## src/rtl/mem_lsu.sv

```systemverilog
// Memory-access stage: issues loads/stores to block-RAM or the MMIO port,
// aligns fixed-latency BRAM read data with its destination tag and presents
// the writeback-side load result used by execute-stage forwarding.
//
// Ports:
//   clk, rst                 clock, asynchronous active-high reset
//   exe_*                    execute-stage op (valid, load, store, addr, data, rd tag)
//   stall                    freeze upstream stages (MMIO access outstanding)
//   dmem_*                   BRAM port; read data returns MEM_LAT cycles after dmem_re
//   io_req_*, io_resp_*      MMIO request/response handshake
//   wb_memdata, wb_rd, wb_mre  load result, its tag, and its valid strobe
module mem_lsu #(
    parameter int unsigned ADDR_W   = 15,
    parameter int unsigned MEM_LAT  = 2,
    parameter logic [3:0]  MMIO_TAG = 4'hF
) (
    input  logic              clk,
    input  logic              rst,
    input  logic              exe_valid,
    input  logic              exe_mre,
    input  logic              exe_mwe,
    input  logic [31:0]       exe_addr,
    input  logic [31:0]       exe_wdata,
    input  logic [6:0]        exe_rd,
    output logic              stall,
    output logic [ADDR_W-1:0] dmem_addr,
    output logic [31:0]       dmem_wdata,
    output logic              dmem_we,
    output logic              dmem_re,
    input  logic [31:0]       dmem_rdata,
    output logic              io_req_valid,
    output logic              io_req_we,
    output logic [31:0]       io_req_addr,
    output logic [31:0]       io_req_wdata,
    input  logic              io_req_ready,
    input  logic              io_resp_valid,
    input  logic [31:0]       io_resp_data,
    output logic [31:0]       wb_memdata,
    output logic [6:0]        wb_rd,
    output logic              wb_mre
);

    localparam int unsigned TAG_W = 7;

    typedef enum logic [2:0] {
        S_IDLE,
        S_DRAIN,
        S_REQ,
        S_RESP,
        S_DONE
    } state_t;

    state_t             state_q, state_d;
    logic               req_we_q, req_we_d;
    logic [31:0]        req_addr_q, req_addr_d;
    logic [31:0]        req_wdata_q, req_wdata_d;
    logic [TAG_W-1:0]   req_rd_q, req_rd_d;
    logic [31:0]        resp_data_q, resp_data_d;

    logic [MEM_LAT-1:0] pv_q, pv_d;
    logic [TAG_W-1:0]   ptag_q [MEM_LAT];
    logic [TAG_W-1:0]   ptag_d [MEM_LAT];

    logic op_c, is_mmio_c, mmio_start_c, bram_acc_c, bram_load_c;
    logic busy_c, drain_ok_c, head_v_c, done_load_c;

    // Op decode; gated by rst so every output reads 0 while reset is held.
    assign op_c         = exe_valid & (exe_mre | exe_mwe) & ~rst;
    assign is_mmio_c    = (exe_addr[31:28] == MMIO_TAG);
    assign mmio_start_c = op_c & is_mmio_c & (state_q == S_IDLE);
    // BRAM ops may also issue in DONE; an MMIO op seen in DONE is the one
    // completing (upstream still holds it), so it is not started again.
    assign bram_acc_c   = op_c & ~is_mmio_c & ((state_q == S_IDLE) | (state_q == S_DONE));
    assign bram_load_c  = bram_acc_c & ~exe_mwe;

    assign busy_c = (state_q != S_IDLE) && (state_q != S_DONE);
    assign stall  = busy_c | mmio_start_c;

    assign dmem_addr  = bram_acc_c ? exe_addr[ADDR_W+1:2] : '0;
    assign dmem_wdata = (bram_acc_c & exe_mwe) ? exe_wdata : '0;
    assign dmem_we    = bram_acc_c & exe_mwe;
    assign dmem_re    = bram_load_c;

    // Tag pipeline: shifts every cycle so in-flight loads always drain.
    always_comb begin
        pv_d = '0;
        for (int i = 0; i < int'(MEM_LAT); i++) begin
            ptag_d[i] = '0;
        end
        pv_d[0]   = bram_load_c;
        ptag_d[0] = bram_load_c ? exe_rd : '0;
        for (int i = 1; i < int'(MEM_LAT); i++) begin
            pv_d[i]   = pv_q[i-1];
            ptag_d[i] = ptag_q[i-1];
        end
    end

    always_ff @(posedge clk or posedge rst) begin
        if (rst) begin
            pv_q <= '0;
            for (int i = 0; i < int'(MEM_LAT); i++) begin
                ptag_q[i] <= '0;
            end
        end else begin
            pv_q <= pv_d;
            for (int i = 0; i < int'(MEM_LAT); i++) begin
                ptag_q[i] <= ptag_d[i];
            end
        end
    end

    // Pipe is empty after this cycle's shift when only the head (or nothing)
    // is valid; the head writes back this cycle, so the MMIO result cannot collide.
    always_comb begin
        drain_ok_c = 1'b1;
        for (int i = 0; i + 1 < int'(MEM_LAT); i++) begin
            if (pv_q[i]) begin
                drain_ok_c = 1'b0;
            end
        end
    end

    // MMIO FSM next-state and request latching.
    always_comb begin
        state_d     = state_q;
        req_we_d    = req_we_q;
        req_addr_d  = req_addr_q;
        req_wdata_d = req_wdata_q;
        req_rd_d    = req_rd_q;
        resp_data_d = resp_data_q;
        unique case (state_q)
            S_IDLE: begin
                if (mmio_start_c) begin
                    req_we_d    = exe_mwe;
                    req_addr_d  = exe_addr;
                    req_wdata_d = exe_wdata;
                    req_rd_d    = exe_rd;
                    state_d     = drain_ok_c ? S_REQ : S_DRAIN;
                end
            end
            S_DRAIN: begin
                if (drain_ok_c) begin
                    state_d = S_REQ;
                end
            end
            S_REQ: begin
                if (io_req_ready) begin
                    state_d = req_we_q ? S_DONE : S_RESP;
                end
            end
            S_RESP: begin
                if (io_resp_valid) begin
                    resp_data_d = io_resp_data;
                    state_d     = S_DONE;
                end
            end
            S_DONE: begin
                state_d = S_IDLE;
            end
            default: begin
                state_d = S_IDLE;
            end
        endcase
    end

    always_ff @(posedge clk or posedge rst) begin
        if (rst) begin
            state_q     <= S_IDLE;
            req_we_q    <= 1'b0;
            req_addr_q  <= '0;
            req_wdata_q <= '0;
            req_rd_q    <= '0;
            resp_data_q <= '0;
        end else begin
            state_q     <= state_d;
            req_we_q    <= req_we_d;
            req_addr_q  <= req_addr_d;
            req_wdata_q <= req_wdata_d;
            req_rd_q    <= req_rd_d;
            resp_data_q <= resp_data_d;
        end
    end

    assign io_req_valid = (state_q == S_REQ);
    assign io_req_we    = io_req_valid & req_we_q;
    assign io_req_addr  = io_req_valid ? req_addr_q : '0;
    assign io_req_wdata = io_req_valid ? req_wdata_q : '0;

    // Writeback mux: BRAM pipe head and MMIO DONE are mutually exclusive.
    assign head_v_c    = pv_q[MEM_LAT-1];
    assign done_load_c = (state_q == S_DONE) & ~req_we_q;

    assign wb_mre     = head_v_c | done_load_c;
    assign wb_rd      = head_v_c ? ptag_q[MEM_LAT-1] : (done_load_c ? req_rd_q : '0);
    assign wb_memdata = head_v_c ? dmem_rdata : (done_load_c ? resp_data_q : '0);

endmodule
```

## config.mk

```make
export PLATFORM = sky130hd
export DESIGN_NAME = mem_lsu
export DESIGN_NICKNAME = d
export VERILOG_FILES = /design/src/rtl/mem_lsu.sv
export SDC_FILE = /design/constraint.sdc
export NUM_CORES = 1
export LEC_CHECK = 0
export BUFFER_PORTS_ARGS = -buffer_cell sky130_fd_sc_hd__buf_2
export CAP_MARGIN = 5
export CORE_ASPECT_RATIO = 0.75
export CORE_UTILIZATION = 48
export CTS_BUF_LIST = sky130_fd_sc_hd__clkbuf_8
export DETAILED_ROUTE_END_ITERATION = 12
export PLACE_DENSITY = 0.83
export SLEW_MARGIN = 20
export SYNTH_ARGS = -nofsm -noshare
export SYNTH_HDL_FRONTEND = slang
export SYNTH_SLANG_ARGS = --single-unit
```

## constraint.sdc

```tcl
create_clock -name clk -period 5.92 [get_ports clk]
set_input_delay 1.48 -clock clk [delete_from_list [all_inputs] [get_ports clk]]
set_output_delay 1.48 -clock clk [all_outputs]
set_load 0.03 [all_outputs]
```

==> out/results.tsv <==
stage	metric	value	unit
run_status	outcome	complete, no violations	
worst_setup_path	WP data required	4.44	ns
clock_network	CTS tree	done	
finish	share of layout cells above drive strength 1	51.76	%
finish	Area growth, synth to finish	31.32	%
placed_design	Placed Instance Area	7726	sq um
die	I/O Pins	298	
yosys	Unique masters post-synth	31	
pwr	power density cells	362.8	nW/um^2
global_route	largest net degree at the start of global routing	94	
sta	Least-Margin Pin Slew	1.113	ns
route	initial drt markers	85	
placed_design	post-DP HPWL	10.91	mm
yosys	Seq cells post-synth	123	
worst_setup_path	CP cell instances	buf_2 > nor2_1 > nor4b_4 > buf_4 > and2b_1 > buf_2	
die	Row Count	35	
sta	final worst slack	1.124	ns
clock_network	H-tree lvl count	4	
pwr	sequential fraction of design power	41.1	%
die	die height	100.3	um
finish	Filler cells	986	
finish	Register Area	3079	sq um
route	Post-DRT Antenna Nets	0	
route	routed length per instance	15.67	um
route	DR pass1 iterations	4	
worst_setup_path	CP Launch Type	input pin	
global_route	first-pass GRT wire length	23.42	mm
clock_network	PostCTS Resize Cnt	0	
yosys	Synth Cell Area	6181	sq um
worst_setup_path	WS Path Type	in2out	
sta	max-slew violation count	0	
pwr	power share of the clock group	23.6	%
placed_design	RD Place Congestion	0.7889	
sta	Fin Setup TNS	0	ns
die	die footprint	13340	sq um
global_route	grt ovf	0	
die	Die Wd	133.0	um
route	Routed WL	15.04	mm
worst_setup_path	cell repeated most along the worst path	buf_2	
clock_network	Clock Pin Slew Worst Setup and Hold Paths	0.07	ns
sta	final critical-path required period	4.796	ns
worst_setup_path	reg2reg path depth	5	
global_route	GRT Util Overall	22.54	%
sta	Rel. slew slack	25.82	%
yosys	Ys Warns	0	
worst_hold_path	HP Class	reg2reg	
finish	footprint of the multi-input gates	2890	sq um
pwr	Pleak	4.732	nW
finish	Layout Nets	925	
clock_network	root buf cell	clkbuf_8	
global_route	vias in the first global route	4732	
clock_network	TritonCTS Buffers	17	
worst_setup_path	Crit path arrival time	3.32	ns
pwr	Peak VDD IR	0.1667	mV
worst_setup_path	CP max stage cell	buf_2	
die	Initial Utilization	49.70	%
pwr	Switching Fraction	35.18	%
clock_network	clock buffer depth	2	
sta	Final Hold Vio Count	0	
clock_network	CTS sink count	123	
finish	Final Util	65.26	%
placed_design	Port Buffer Count	297	
clock_network	Worst-Skew Late Latency	0.41	ns
finish	Final Cell Area	8117	sq um
sta	Final Cycle Share	81.02	%
worst_setup_path	CP max stage delay	0.39	ns
yosys	sequential share of the synthesized area	49.80	%
sta	RSZ-0062 raised after global routing	no	
pwr	Comb power frac	35.3	%
die	core region area	12440	sq um
pwr	NetSw	1.036	mW
route	DRC	0	
sta	Final Skew	0.01383	ns
pwr	Internal	1.909	mW
yosys	Post-Syn Area per Cell	12.41	sq um
clock_network	hold_buf cts	0	
sta	Max Clk Rate	208.5	MHz
worst_hold_path	hold depth	0	
yosys	syn nets	640	
placed_design	pre-CTS setup slack	1.144	ns
sta	# setup viols final	0	
worst_setup_path	CP max FO	49	
yosys	Cells after Synth	498	
route	vias per std cell	4.994	
route	vias	4794	
run	number of max-cap violations	0	
finish	antenna cells	0	
global_route	initial antenna violation count	1	
clock_network	Setup Buffers After CTS	0	
worst_setup_path	CP endpoint kind	primary output	
## power groups by stage
stage / sequential [mW] / clock (mW) / combinational [mW]
2_1_floorplan: 1.17 / 0 / 0.785
3_3_place_gp: 1.20 / 0 / 0.999
3_5_place_dp: 1.22 / 0 / 1.03
4_1_cts: 1.21 / 0.718 / 1.03
5_1_grt: 1.24 / 0.754 / 1.13
6_report: 1.21 / 0.695 / 1.04
## cells in the final DEF (no fill, tap or decap), types with 7 or more instances in the layout
| master | count |
|---|---|
| and2_1 | 87 |
| mux2_2 | 12 |
| buf_2 | 297 |
| inv_1 | 7 |
| nor2_1 | 42 |
| mux2i_1 | 40 |
| mux2_1 | 28 |
| mux2_4 | 60 |
| and3_1 | 32 |
| dfrtp_1 | 122 |
| clkbuf_8 | 19 |
## registers in the layout, summed over array words and instances, names as in the netlist
signal,flops
pv_q,2
req_rd_q,7
ptag_q,7
req_wdata_q,32
state_q,3
ptag_d,7
req_addr_q,32
req_we_q,1
resp_data_q,32
## final cells by class
cell class | instances | area share, %
tap | 166 | 2.559
inverter | 6 | 0.3391
sequential | 123 | 37.94
clock inverter | 11 | 1.310
multi-input combinational | 332 | 35.61
timing repair buffer | 303 | 19.02
clock buffer | 19 | 3.222
## worst paths after layout
check	from	to	slack [ns]
min in group asynchronous	rst	req_rd_q[1]$_DFFE_PP0P_	1.24
worst min-delay path	ptag_d[5]$_DFF_PP0_	ptag_q[5]$_DFF_PP0_	0.33
worst min register to register	ptag_d[5]$_DFF_PP0_	ptag_q[5]$_DFF_PP0_	0.33
worst max-delay path	exe_mwe	dmem_re	1.12
max in group asynchronous	rst	pv_q[1]$_DFF_PP0_	3.69
worst max register to register	state_q[0]$_DFFE_PP0P_	req_rd_q[1]$_DFFE_PP0P_	3.46
## per-stage QoR
stage                     hold WS (ns)  total power [mW]  cells
after global placement          0.3316             2.199    929
after floorplan                 0.3312             1.951    498
after global routing            0.3423             3.119    960
final                           0.3331             2.945    960
after detailed placement        0.3364             2.252    929
after CTS                       0.3351             2.959    959
## worst max-delay path: cells and delay by family
kind	cells	cell delay [ns]
simple gates	3	0.80
buf+inv	3	1.03
## cell usage after synthesis, drive strengths merged
library cell  instances  area [sq um]
nand2                 7         33.78
a31oi                 2         12.51
o31ai                 2         15.01
nor4b                 1         23.77
and2                 87         544.3
buf                  16         133.9
o2111ai               1         8.760
o211ai                1         7.510
clkbuf               21         78.83
inv                   6         22.52
and3                 32         200.2
dfrtp               123          3078
nand4                 1         6.260
a21oi                 1         5.000
nor3                  2         21.27
nor2                 43         161.4
o22ai                 1         6.260
and2b                 1         7.510
mux2i                40         400.4
mux2                100          1351
o21ai                 2         10.01
or2                   1         8.760
or3                   2         12.51
nand2b                5         31.28
## layer usage
layer  global-route usage [%]  part of all wire, %  up-vias
met1                    26.14                   41     2334
met3                    5.101                  5.8       28
li1                         -                    -     2252
met5                        0                0.086        -
met2                    40.39                   51      178
met4                    9.549                  2.4        2
## cell families after synthesis
family | after synthesis | synth area share [%]
AOI/OAI and AO/OA | 10 | 1.053
buffers and inverters | 43 | 3.806
DFF | 123 | 49.80
muxes | 140 | 28.34
and+or+nand+nor | 182 | 17.00
No activity file was read; power rests on OpenSTA's default activity.
